$ cat src/rtl/frame_diff_detect.sv
// Frame-difference motion detector: luma of live vs delayed pixel, thresholded, plus per-frame stats.
// Define MOTION_BOX_EN to compile in bounding-box tracking; otherwise the box outputs are tied to 0.
module frame_diff_detect #(
  parameter int unsigned IMG_HDISP = 32,
  parameter int unsigned IMG_VDISP = 32,
  parameter int unsigned CNT_W     = 20
) (
  input  logic             clk,
  input  logic             rst_n,
  input  logic             per_frame_vsync,
  input  logic             per_frame_href,
  input  logic             per_frame_clken,
  input  logic [23:0]      per_img_Bit,
  input  logic [23:0]      dly_img_Bit,
  input  logic [7:0]       diff_thresh,
  output logic             post_frame_vsync,
  output logic             post_frame_href,
  output logic             post_frame_clken,
  output logic             post_img_Bit,
  output logic [CNT_W-1:0] motion_cnt,
  output logic [10:0]      box_xmin,
  output logic [10:0]      box_xmax,
  output logic [10:0]      box_ymin,
  output logic [10:0]      box_ymax,
  output logic             box_valid,
  output logic             frame_done
);
  typedef enum logic [1:0] {StWait, StActive, StLatch} state_e;

  logic [3:0]  vs_sr_q, hr_sr_q, ce_sr_q, rise_sr_q;
  logic        vs_post_prev_q, armed_q;
  logic [7:0]  thr_q;
  logic        in_rise, post_rise, post_fall;
  logic [15:0] rc_q, gc_q, bc_q, rd_q, gd_q, bd_q;
  logic [7:0]  yc_q, yd_q, diff_q;
  logic        bit_q;

  // A rising edge only counts once vsync has been seen low since reset, so a frame
  // already in progress at reset release is discarded.
  assign in_rise   = per_frame_vsync & ~vs_sr_q[0] & armed_q;
  assign post_rise = rise_sr_q[3];
  assign post_fall = ~vs_sr_q[3] & vs_post_prev_q;

  assign post_frame_vsync = vs_sr_q[3];
  assign post_frame_href  = hr_sr_q[3];
  assign post_frame_clken = ce_sr_q[3];
  assign post_img_Bit     = bit_q;

  always_ff @(posedge clk or negedge rst_n) begin
    if (!rst_n) begin
      vs_sr_q        <= '0;
      hr_sr_q        <= '0;
      ce_sr_q        <= '0;
      rise_sr_q      <= '0;
      vs_post_prev_q <= 1'b0;
      armed_q        <= 1'b0;
      thr_q          <= '0;
    end else begin
      vs_sr_q        <= {vs_sr_q[2:0], per_frame_vsync};
      hr_sr_q        <= {hr_sr_q[2:0], per_frame_href};
      ce_sr_q        <= {ce_sr_q[2:0], per_frame_clken};
      rise_sr_q      <= {rise_sr_q[2:0], in_rise};
      vs_post_prev_q <= vs_sr_q[3];
      armed_q        <= armed_q | ~per_frame_vsync;
      if (in_rise) thr_q <= diff_thresh;
    end
  end

  always_ff @(posedge clk or negedge rst_n) begin
    if (!rst_n) begin
      rc_q   <= '0;
      gc_q   <= '0;
      bc_q   <= '0;
      rd_q   <= '0;
      gd_q   <= '0;
      bd_q   <= '0;
      yc_q   <= '0;
      yd_q   <= '0;
      diff_q <= '0;
      bit_q  <= 1'b0;
    end else begin
      rc_q   <= 16'(per_img_Bit[23:16]) * 16'd77;
      gc_q   <= 16'(per_img_Bit[15:8]) * 16'd150;
      bc_q   <= 16'(per_img_Bit[7:0]) * 16'd29;
      rd_q   <= 16'(dly_img_Bit[23:16]) * 16'd77;
      gd_q   <= 16'(dly_img_Bit[15:8]) * 16'd150;
      bd_q   <= 16'(dly_img_Bit[7:0]) * 16'd29;
      // Product sum peaks at 65280, so 16 bits cannot overflow.
      yc_q   <= 8'((rc_q + gc_q + bc_q) >> 8);
      yd_q   <= 8'((rd_q + gd_q + bd_q) >> 8);
      diff_q <= (yc_q >= yd_q) ? (yc_q - yd_q) : (yd_q - yc_q);
      bit_q  <= (diff_q > thr_q) & ce_sr_q[2];
    end
  end

  state_e           state_q, state_d;
  logic [CNT_W-1:0] cnt_q, cnt_d, motion_cnt_q, motion_cnt_d;
  logic             frame_done_q, frame_done_d;

  always_comb begin
    state_d      = state_q;
    cnt_d        = cnt_q;
    motion_cnt_d = motion_cnt_q;
    frame_done_d = 1'b0;
    case (state_q)
      StWait: begin
        if (post_rise) begin
          state_d = StActive;
          cnt_d   = '0;
        end
      end
      StActive: begin
        if (bit_q && (cnt_q != {CNT_W{1'b1}})) cnt_d = cnt_q + CNT_W'(1);
        if (post_fall) state_d = StLatch;
      end
      StLatch: begin
        motion_cnt_d = cnt_q;
        frame_done_d = 1'b1;
        state_d      = StWait;
      end
      default: state_d = StWait;
    endcase
  end

  always_ff @(posedge clk or negedge rst_n) begin
    if (!rst_n) begin
      state_q      <= StWait;
      cnt_q        <= '0;
      motion_cnt_q <= '0;
      frame_done_q <= 1'b0;
    end else begin
      state_q      <= state_d;
      cnt_q        <= cnt_d;
      motion_cnt_q <= motion_cnt_d;
      frame_done_q <= frame_done_d;
    end
  end

  assign motion_cnt = motion_cnt_q;
  assign frame_done = frame_done_q;

`ifdef MOTION_BOX_EN
  localparam logic [10:0] XLast = 11'(IMG_HDISP - 1);
  localparam logic [10:0] YLast = 11'(IMG_VDISP - 1);

  logic        hr_post_prev_q, href_fall, vs_rise_raw;
  logic [10:0] x_q, y_q;
  logic [10:0] xmin_q, xmax_q, ymin_q, ymax_q, xmin_d, xmax_d, ymin_d, ymax_d;
  logic [10:0] bxmin_q, bxmax_q, bymin_q, bymax_q, bxmin_d, bxmax_d, bymin_d, bymax_d;
  logic        bvalid_q, bvalid_d;

  assign href_fall   = ~hr_sr_q[3] & hr_post_prev_q;
  assign vs_rise_raw = vs_sr_q[3] & ~vs_post_prev_q;

  always_comb begin
    xmin_d = xmin_q;
    xmax_d = xmax_q;
    ymin_d = ymin_q;
    ymax_d = ymax_q;
    if (state_q == StWait && post_rise) begin
      xmin_d = XLast;
      ymin_d = YLast;
      xmax_d = '0;
      ymax_d = '0;
    end else if (state_q == StActive && bit_q) begin
      if (x_q < xmin_q) xmin_d = x_q;
      if (x_q > xmax_q) xmax_d = x_q;
      if (y_q < ymin_q) ymin_d = y_q;
      if (y_q > ymax_q) ymax_d = y_q;
    end
  end

  always_comb begin
    bxmin_d  = bxmin_q;
    bxmax_d  = bxmax_q;
    bymin_d  = bymin_q;
    bymax_d  = bymax_q;
    bvalid_d = bvalid_q;
    if (state_q == StLatch) begin
      if (cnt_q != '0) begin
        bxmin_d  = xmin_q;
        bxmax_d  = xmax_q;
        bymin_d  = ymin_q;
        bymax_d  = ymax_q;
        bvalid_d = 1'b1;
      end else begin
        bxmin_d  = '0;
        bxmax_d  = '0;
        bymin_d  = '0;
        bymax_d  = '0;
        bvalid_d = 1'b0;
      end
    end
  end

  always_ff @(posedge clk or negedge rst_n) begin
    if (!rst_n) begin
      hr_post_prev_q <= 1'b0;
      x_q            <= '0;
      y_q            <= '0;
      xmin_q         <= '0;
      xmax_q         <= '0;
      ymin_q         <= '0;
      ymax_q         <= '0;
      bxmin_q        <= '0;
      bxmax_q        <= '0;
      bymin_q        <= '0;
      bymax_q        <= '0;
      bvalid_q       <= 1'b0;
    end else begin
      hr_post_prev_q <= hr_sr_q[3];
      if (href_fall) x_q <= '0;
      else if (ce_sr_q[3] && x_q != XLast) x_q <= x_q + 11'd1;
      if (vs_rise_raw) y_q <= '0;
      else if (href_fall && y_q != YLast) y_q <= y_q + 11'd1;
      xmin_q   <= xmin_d;
      xmax_q   <= xmax_d;
      ymin_q   <= ymin_d;
      ymax_q   <= ymax_d;
      bxmin_q  <= bxmin_d;
      bxmax_q  <= bxmax_d;
      bymin_q  <= bymin_d;
      bymax_q  <= bymax_d;
      bvalid_q <= bvalid_d;
    end
  end

  assign box_xmin  = bxmin_q;
  assign box_xmax  = bxmax_q;
  assign box_ymin  = bymin_q;
  assign box_ymax  = bymax_q;
  assign box_valid = bvalid_q;
`else
  assign box_xmin  = '0;
  assign box_xmax  = '0;
  assign box_ymin  = '0;
  assign box_ymax  = '0;
  assign box_valid = 1'b0;
`endif

endmodule

$ cat config.mk
export PLATFORM = sky130hd
export DESIGN_NAME = frame_diff_detect
export DESIGN_NICKNAME = d
export VERILOG_FILES = /design/src/rtl/frame_diff_detect.sv
export SDC_FILE = /design/constraint.sdc
export NUM_CORES = 1
export LEC_CHECK = 0
export CAP_MARGIN = 0
export CORE_ASPECT_RATIO = 0.8
export CORE_MARGIN = 2
export CORE_UTILIZATION = 44
export CTS_BUF_LIST = sky130_fd_sc_hd__clkbuf_4 sky130_fd_sc_hd__clkbuf_8
export DETAILED_ROUTE_END_ITERATION = 8
export HOLD_SLACK_MARGIN = 0.06
export PLACE_DENSITY_LB_ADDON = 0.1
export SETUP_SLACK_MARGIN = 0.1
export SLEW_MARGIN = 20
export SYNTH_ARGS = -nofsm -noshare
export SYNTH_HDL_FRONTEND = slang
export SYNTH_SLANG_ARGS = --single-unit
$ cat constraint.sdc
create_clock -name clk -period 6.04 [get_ports clk]
set_input_delay 0.604 -clock clk [delete_from_list [all_inputs] [get_ports clk]]
set_output_delay 0.604 -clock clk [all_outputs]
set_load 0.02 [all_outputs]
==> impl_metrics.tcl, run 1 <==
set metrics [dict create \
    worstSetupPathType "input pin to flip-flop" \
    ant_nets 0 \
    path_clk_slew_ps 90 \
    drc 0 \
    rrSetupSlack_ps 3020 \
    hpwlAfterDp_um 20100 \
    initial_core_util 0.443 \
    die_y_um 163 \
    setup_violations 0 \
    synth_area_leaders "dfrtp_1 (33%), ha_1 (23%), fa_1 (11%)" \
    worst_pin_slew_ps 993 \
    path_cells "clkdlybuf4s50_1 > ha_1 > ha_1 > inv_1 > fa_1 > fa_1 > inv_1 > ha_1 > o21a_1 > a2111oi_2 > nor2_1 > a221o_1 > a21o_1" \
    cp_num_buf_inv 3 \
    tritoncts "built" \
    synth_flop_cell "dfrtp_1" \
    ir_drop_mv 0.242 \
    grt_overflow 0 \
    rows 58 \
    via_count 8880 \
    power_leakage_nw 7.78 \
    worstPathRequired_ps 6390 \
    syn2layout_area_growth_pct 11.3 \
    holdBufCountCts 0 \
    wl_per_cell_um 13.7 \
    pin_count 131 \
    status "finished, final reports clean" \
    syn-cell-area_um2 13800 \
    numPortBuffers 85 \
    cp_common_cell "ha_1" \
    slew_violations 0 \
    clock_latency_ps 450 \
    power_per_cell_area_nw_per_um2 419 \
    pwr-share-clk 0.133 \
    cts_resized 0 \
    ys_seq_area_frac 0.326 \
    swShare 0.417 \
    antenna_found_initial 0 \
    synthCells 1302 \
    final_cell_mix "ha_1 (250), inv_1 (203), dfrtp_1 (180), clkdlybuf4s50_1 (84), fa_1 (78)" \
    critPathSlowestCell "clkdlybuf4s50_1" \
    grt_max_degree 91 \
    worst-path-max-fanout 4 \
    critical-path-top-delay-family "adder cells" \
    layout_min_cycle_time_ps 4030 \
    cts_buffers 17 \
    gp_congestion 0.778 \
    grt_first_pass_wirelength_um 43200 \
    final_common_cell "ha_1" \
    synth_cell_type_count 64 \
    fmax_ghz 0.248 \
    power_mw 6.45 \
    avgSynthCellArea_um2 10.6 \
    finalHoldViolCount 0 \
    worstSetupEndpointType "flip-flop" \
    ys_ff_latch 180 \
    grt_pass1_vias 8891 \
    design.die.area_um2 32900 \
    synth_edf_count 0 \
    async_reset_ff_frac 1.00 \
    slew-limit-headroom 0.338 \
    die_w_um 202 \
    initialDrtViolationCount 435 \
    rsz0062_at_grt "no" \
    first_pass_iters 4 \
    yosysWarnings 0 \
    nets 1784 \
    routed_wl_um 24900 \
    skew_ps 10.4 \
    final_layout_size_suffix_gt1_frac 0.0456 \
    max_cap_viol_count 0 \
    clockBufferDepth 2 \
    period_share 0.668 \
    cp.arrival_ps 4390 \
    pwr-share-seq 0.277 \
    root_buffer "clkbuf_8" \
    setup_tns_ps 0 \
    fill_cells 2901 \
    hp-class "input pin to asynchronous set/reset pin" \
    grt.total_usage 0.162 \
    yosys.area.top_type "dfrtp_1" \
    max_stage_delay_ps 570 \
    core_area_um2 31200 \
    start_kind "input pin" \
    diodes 0 \
    p_switching_mw 2.69 \
    netlist.area_leader.share 0.326 \
    cts_setup_buffers 0 \
    cts.sinks 180 \
    viasPerCell 4.87 \
    cts-htree-levels 4 \
    p_int_mw 3.76 \
    power_frac_comb 0.590 \
]
==> area by class of cell <==
cell class              count  area (µm²)  area share
clock buffers              20         269      0.0175
repair buffers             88         875      0.0568
clock inverters             8         130     0.00845
inverters                 203         762      0.0495
multi-input cells         905        8330       0.541
well taps                 420         526      0.0341
flip-flops and latches    180        4500       0.293
==> power by group through the flow <==
stage               Clock, mW  Sequential (mW)  Combinational [mW]
floorplan                   0             1.75                3.02
global placement            0             1.81                3.79
detailed placement          0             1.82                3.82
CTS                     0.895             1.80                3.86
global route            0.947             1.83                4.38
finish                  0.860             1.79                3.81
==> Yosys cell counts (all sizes together), types with 14 or more instances <==
| master | number |
|---|---|
| and3 | 14 |
| ha | 250 |
| nand2 | 44 |
| nand3 | 20 |
| o21ai | 61 |
| a21oi | 56 |
| o31ai | 20 |
| inv | 203 |
| xnor2 | 52 |
| buf | 50 |
| nor3 | 15 |
| xor2 | 19 |
| nand2b | 14 |
| fa | 78 |
| a21o | 17 |
| nor2 | 46 |
| dfrtp | 180 |
| mux2 | 20 |
==> sequential cells by signal (all words and copies together), names as in the netlist, 13 cells and up <==
| name | cells |
|---|---|
| bc_q | 13 |
| bd_q | 13 |
| cnt_q | 20 |
| gc_q | 15 |
| gd_q | 15 |
| motion_cnt | 20 |
| rc_q | 15 |
| rd_q | 15 |
==> logic make-up (layout without fill, tap and decap cells) <==
logic type / Yosys count / in the layout / share of synthesized area
adders and majority gates: 328 / 328 / 0.339
buffers and inverters: 261 / 319 / 0.0840
AOI/OAI and AO/OA: 226 / 226 / 0.107
and+or+nand+nor: 208 / 208 / 0.0773
DFF: 180 / 180 / 0.326
xor gates and xnor gates: 71 / 71 / 0.0450
muxes: 27 / 27 / 0.0214
other: 1 / 45 / 0.000271
==> worst reg2reg max path, stage by stage, from the launching register on <==
cell and delay (ps):
dfrtp_1 340, inv_1 60, fa_1 530, inv_1 40, ha_1 310, a21oi_1 170, o22ai_1 140, o41ai_1 640
a21boi_0 240, o21a_1 210, o31a_1 230
==> metrics by stage <==
step / util / cell area [µm²] / worst slack (ps) / cells / hold slack [ps]
detailed placement: 0.481 / 15000 / 1530 / 1796 / 335
finish: 0.493 / 15400 / 2010 / 1824 / 199
floorplan: - / 14000 / 2280 / 1346 / 308
CTS: 0.493 / 15400 / 2040 / 1824 / 225
global route: 0.493 / 15400 / 1910 / 1824 / 263
global placement: 0.481 / 15000 / 1590 / 1796 / 334
==> final timing paths <==
| path | from | endpoint | cells after the start |
|---|---|---|---|
| setup / recovery | per_img_Bit[21] | rc_q[14] | 13 |
| max in group asynchronous | rst_n | bd_q[12] | 2 |
| hold / removal | rst_n | hr_sr_q[3] | 1 |
| setup reg to reg | rc_q[7] | yc_q[5] | 10 |
| min in group clk | rise_sr_q[2] | rise_sr_q[3] | 0 |
| hold reg to reg | rise_sr_q[2] | rise_sr_q[3] | 0 |
==> routing by layer <==
layer,global-route usage,up-vias,routed length [µm]
li1,-,4516,-
met1,0.241,4241,13400
met2,0.249,111,10600
met3,0.0264,12,687
met4,0.0385,0,210
met5,0,-,0
Note: power is estimated with default switching activity, not from simulation.
==> run 2, diff against run 1 <==
==> constraint.sdc (replaced) <==
create_clock -name clk -period 3.7 [get_ports clk]
set_input_delay 0.37 -clock clk [delete_from_list [all_inputs] [get_ports clk]]
set_output_delay 0.37 -clock clk [all_outputs]
set_load 0.02 [all_outputs]
==> run 2 against run 1 <==
Hold slack improved by 150 ps; clock skew increased by 5.9 ps; first-iteration DRC count decreased by 26%; clock power increased by 56%; non-clock buffer count increased by 86; cell area increased by 4.6%; combinational power increased by 72%.
==> impl_metrics.tcl, run 2 (same netlist as run 1, synthesis figures left out) <==
set metrics [dict create \
    gp_congestion 0.807 \
    swShare 0.416 \
    grt.total_usage 0.164 \
    hpwlAfterDp_um 20400 \
    p_int_mw 6.32 \
    multi_input_comb_area_um2 8390 \
    final_layout_size_suffix_gt1_frac 0.108 \
    clockBufferDepth 2 \
    ir_drop_mv 0.359 \
    slew_violations 0 \
    hp-class "input pin to flip-flop" \
    first_pass_iters 4 \
    layout_min_cycle_time_ps 3540 \
    cts_setup_buffers 0 \
    worst_pin_slew_ps 1030 \
    start_kind "input pin" \
    power_per_cell_area_nw_per_um2 672 \
    period_share 0.956 \
    max_cap_viol_count 0 \
    cts-htree-levels 4 \
    whs_path_depth 1 \
    max_stage_delay_ps 490 \
    viasPerCell 4.81 \
    cts.sinks 180 \
    syn2layout_area_growth_pct 16.4 \
    core_area_um2 31200 \
    initial_core_util 0.443 \
    drc 0 \
    initialDrtViolationCount 321 \
    status "finished, final reports clean" \
    numPortBuffers 85 \
    rsz0062_at_grt "yes" \
    rows 58 \
    power_frac_comb 0.607 \
    fill_cells 2906 \
    cp_common_cell "ha_1" \
    power_leakage_nw 8.20 \
    skew_ps 16.3 \
    design.die.area_um2 32900 \
    clock_latency_ps 470 \
    antenna_found_initial 0 \
    final_common_cell "ha_1" \
    startpoint "per_img_Bit[20]" \
    rr_startpoint "rc_q[7]" \
    nets 1870 \
    worstSetupEndpointType "flip-flop" \
    path_cells "clkdlybuf4s50_1 > buf_4 > ha_1 > ha_1 > ha_1 > inv_1 > fa_1 > inv_1 > ha_1 > nor2_1 > o21ai_0 > a2111oi_4 > nor2_1 > a221o_1 > a21o_1" \
    routed_wl_um 25100 \
    ant_nets 0 \
    diodes 0 \
    die_w_um 202 \
    cp.arrival_ps 3910 \
    pwr-share-clk 0.124 \
    via_count 9203 \
    final_cell_mix "ha_1 (249), inv_1 (201), dfrtp_1 (180), buf_4 (87), clkdlybuf4s50_1 (84)" \
    pre_cts_ws_ps -379 \
    fmax_ghz 0.283 \
    pwr-share-seq 0.269 \
    worstSetupPathType "input pin to flip-flop" \
    grt_max_degree 80 \
    path_clk_slew_ps 100 \
    grt_pass1_vias 9153 \
    worstPathRequired_ps 4070 \
    grt_overflow 0 \
    cts_buffers 17 \
    worst-path-max-fanout 3 \
    critPathSlowestCell "fa_1" \
    finalHoldViolCount 0 \
    regArea_um2 4500 \
    die_y_um 163 \
    grt_first_pass_wirelength_um 43700 \
    tritoncts "built" \
    timing.reg2reg.worst_path_depth 10 \
    pin_count 131 \
    setup_violations 0 \
    root_buffer "clkbuf_8" \
    slew-limit-headroom 0.316 \
    power_mw 10.8 \
    p_switching_mw 4.50 \
    wl_per_cell_um 13.1 \
    hp-start "per_frame_href" \
    setup_slack_ps 163 \
]
[run 2: changes by cell type in the layout (fill, tap and decap cells not counted), sizes merged]
cell / previous run / this run
clkinvlp: 0 / 2
bufinv: 3 / 1
clkbuf: 20 / 23
clkinv: 5 / 4
dlygate4sd3: 0 / 1
buf: 4 / 89
inv: 203 / 205
[run 2: worst paths after layout]
| check | slack (ps) | to |
|---|---|---|
| setup / recovery | 160 | rc_q[14] |
| hold / removal | 340 | hr_sr_q[0] |
| setup reg to reg | 750 | yc_q[5] |
| hold reg to reg | 360 | hr_sr_q[3] |
| max in group asynchronous | 2290 | cnt_q[10] |
| min in group asynchronous | 480 | hr_sr_q[2] |
[run 2: cell type report]
type / instances / area share
tap: 420 / 0.0326
timing repair buffer: 174 / 0.0953
inverter: 203 / 0.0473
clock buffer: 23 / 0.0185
sequential: 180 / 0.280
clock inverter: 9 / 0.00583
multi-input combinational: 905 / 0.521
[run 2: layer usage]
metal	track usage	up-vias	wire (µm)
met5	0	-	0
met4	0.0388	0	295
met3	0.0278	17	600
met2	0.250	101	10700
met1	0.243	4385	13500
li1	-	4700	-
[run 2: power by group through the flow]
| stage | clock (mW) | combinational (mW) | sequential [mW] |
|---|---|---|---|
| floorplan | 0 | 4.94 | 2.86 |
| global placement | 0 | 6.44 | 2.96 |
| detailed placement | 0 | 6.53 | 2.96 |
| CTS | 1.40 | 6.58 | 2.93 |
| global route | 1.47 | 7.54 | 2.99 |
| finish | 1.34 | 6.57 | 2.91 |
[run 2: worst max-delay path, delay by kind of cell]
family,cells,cell delay (ps)
fa+ha+maj,5,1510
buf+inv,4,680
compound gates,4,1130
simple gates,2,200
[run 2: metrics by stage]
| stage | area, µm² | TNS (ps) | std cells | util | hold slack (ps) |
|---|---|---|---|---|---|
| 2_1_floorplan | 14000 | 0 | 1346 | - | 74.4 |
| 3_3_place_gp | 15600 | -3440 | 1881 | 0.501 | 333 |
| 3_5_place_dp | 15600 | -4350 | 1881 | 0.501 | 337 |
| 4_1_cts | 16000 | 0 | 1914 | 0.514 | 307 |
| 5_1_grt | 16100 | 0 | 1914 | 0.516 | 298 |
| 6_report | 16100 | 0 | 1914 | 0.516 | 344 |
[run 2: repair_timing]
action                                 4_1_cts  5_1_grt
gates resized for setup                      0       11
setup endpoints to repair                    0        6
endpoints found under the hold margin       77        0
hold buffers                                 1        0
==> run 3, diff against run 2 <==
--- a/config.mk
+++ b/config.mk
@@ -8,11 +8,11 @@
 export CAP_MARGIN = 0
 export CORE_ASPECT_RATIO = 0.8
 export CORE_MARGIN = 2
-export CORE_UTILIZATION = 44
+export CORE_UTILIZATION = 45
 export CTS_BUF_LIST = sky130_fd_sc_hd__clkbuf_4 sky130_fd_sc_hd__clkbuf_8
 export DETAILED_ROUTE_END_ITERATION = 8
 export HOLD_SLACK_MARGIN = 0.06
-export PLACE_DENSITY_LB_ADDON = 0.1
+export PLACE_DENSITY = 0.65
 export SETUP_SLACK_MARGIN = 0.1
 export SLEW_MARGIN = 20
 export SYNTH_ARGS = -nofsm -noshare
==> run 3 against run 2 <==
Die area decreased by 2.2%; via count about the same; clock-buffer cell count decreased by 3; clock power increased by 13%; register-to-register slack about the same; power increased by 1.4%; clock skew increased by 9.7 ps; utilization increased by 1.5 points; critical path depth unchanged; hold slack improved by 8.1 ps; sequential share of layout area about the same.
==> impl_metrics.tcl, run 3 (same netlist as run 1, synthesis figures left out) <==
set metrics [dict create \
    place_inst 1868 \
    fill_cells 2683 \
    viasPerCell 4.84 \
    cp_num_buf_inv 4 \
    power_per_cell_area_nw_per_um2 682 \
    skew_ps 26.0 \
    initial_core_util 0.456 \
    critical-path-top-delay-family "adder cells" \
    setup_violations 0 \
    ant_nets 0 \
    final_common_cell "ha_1" \
    timing.reg2reg.worst_path_depth 10 \
    regArea_um2 4500 \
    grt_pass1_vias 9176 \
    cp.arrival_ps 3910 \
    status "finished, final reports clean" \
    grt_max_degree 82 \
    core_area_um2 30300 \
    finalHoldViolCount 0 \
    gp_congestion 0.814 \
    max_cap_viol_count 0 \
    startpoint "per_img_Bit[20]" \
    hpwlAfterDp_um 20000 \
    grt.total_usage 0.164 \
    ir_drop_mv 0.388 \
    diodes 0 \
    grt_overflow 0 \
    tritoncts "built" \
    slew_violations 0 \
    critPathSlowestCell "fa_1" \
    rows 57 \
    rrSetupSlack_ps 750 \
    cts_buffers 17 \
    antenna_found_initial 0 \
    start_kind "input pin" \
    cp_common_cell "ha_1" \
    syn2layout_area_growth_pct 16.4 \
    die_w_um 200 \
    final_cell_mix "ha_1 (250), inv_1 (201), dfrtp_1 (180), clkdlybuf4s50_1 (84), buf_4 (82)" \
    power_leakage_nw 8.21 \
    worstPathRequired_ps 4050 \
    worst-path-max-fanout 3 \
    pin_count 131 \
    root_buffer "clkbuf_8" \
    clockBufferDepth 2 \
    r2r-end "yd_q[5]" \
    routed_wl_um 24700 \
    hp-class "input pin to flip-flop" \
    path_clk_slew_ps 90 \
    nets 1865 \
    multi_input_comb_area_um2 8360 \
    numPortBuffers 85 \
    die_y_um 161 \
    design.die.area_um2 32200 \
    cp.depth 15 \
    wl_per_cell_um 13.0 \
    slew-limit-headroom 0.329 \
    max_stage_delay_ps 490 \
    worstSetupEndpointType "flip-flop" \
    cts.sinks 180 \
    instances_no_fill 1902 \
    path_cells "clkdlybuf4s50_1 > buf_4 > ha_1 > ha_1 > ha_1 > inv_1 > fa_1 > inv_1 > ha_1 > nor2_1 > o21ai_0 > a2111oi_4 > nor2_1 > a221o_1 > a21o_1" \
    drc 0 \
    cts-htree-levels 4 \
    power_mw 11.0 \
    rr_startpoint "rd_q[3]" \
    worst_pin_slew_ps 1010 \
    grt_first_pass_wirelength_um 42800 \
    period_share 0.961 \
    worstSetupPathType "input pin to flip-flop" \
    fmax_ghz 0.281 \
    clock_latency_ps 470 \
    initialDrtViolationCount 456 \
    via_count 9202 \
    crit_path_end "rc_q[14]" \
    first_pass_iters 4 \
    rsz0062_at_grt "yes" \
    layout_min_cycle_time_ps 3560 \
    final_layout_size_suffix_gt1_frac 0.102 \
]
-- run 3: timing repair --
item                                   4_1_cts  5_1_grt
hold buffers                                 1        0
endpoints found under the hold margin       79        0
resized for setup                            0        7
setup buffers                                0        1
setup endpoints to repair                    0        8
-- run 3: worst min-delay path by stage --
stage | cells after the start | startpoint | slack (ps) | to
finish | 1 | per_frame_href | 350 | hr_sr_q[0]
detailed placement | 0 | hr_sr_q[1] | 340 | hr_sr_q[2]
CTS | 1 | per_frame_clken | 320 | ce_sr_q[0]
global placement | 0 | rise_sr_q[2] | 330 | rise_sr_q[3]
floorplan | 0 | rst_n | 70 | armed_q
global route | 1 | per_frame_clken | 310 | ce_sr_q[0]
-- run 3: where the power goes --
group / internal (mW) / leakage (nW) / switching (mW)
Sequential: 2.59 / 2.21 / 0.326
Combinational: 3.09 / 5.77 / 3.45
Clock: 0.784 / 0.227 / 0.740
Total: 6.46 / 8.21 / 4.51
-- run 3: worst reg2reg max path, delay by kind of cell, from the launching register on --
kind	cells	cell delay, ps
adder cells (fa/ha/maj)	2	780
flip-flops	1	350
AO/OA/AOI/OAI	4	1260
buffers and inverters	2	90
AND/OR/NAND/NOR	1	190
XOR/XNOR	1	140
-- run 3: area by class of cell --
type / count / area share
inverter: 203 / 0.0473
clock inverter: 12 / 0.0117
timing repair buffer: 169 / 0.0931
multi-input combinational: 905 / 0.520
clock buffer: 20 / 0.0163
sequential: 180 / 0.280
tap: 413 / 0.0321
-- run 3: per-layer routing --
| metal | wire length, µm | vias to the layer above | GRT usage | share of wire |
|---|---|---|---|---|
| met3 | 702 | 21 | 0.0248 | 0.028 |
| met5 | 0 | - | 0 | 0 |
| met2 | 11000 | 118 | 0.254 | 0.45 |
| li1 | - | 4680 | - | - |
| met1 | 12700 | 4383 | 0.241 | 0.51 |
| met4 | 287 | 0 | 0.0407 | 0.012 |
-- run 3: through the flow --
stage	area [µm²]	hold WS [ps]	setup TNS (ps)	util	worst slack, ps
after floorplan	14000	74.4	0	-	170
after global placement	15600	334	-3150	0.514	-357
after detailed placement	15600	337	-4270	0.514	-394
after CTS	16100	322	0	0.530	115
after global routing	16100	314	0	0.531	12.7
final	16100	352	0	0.531	143
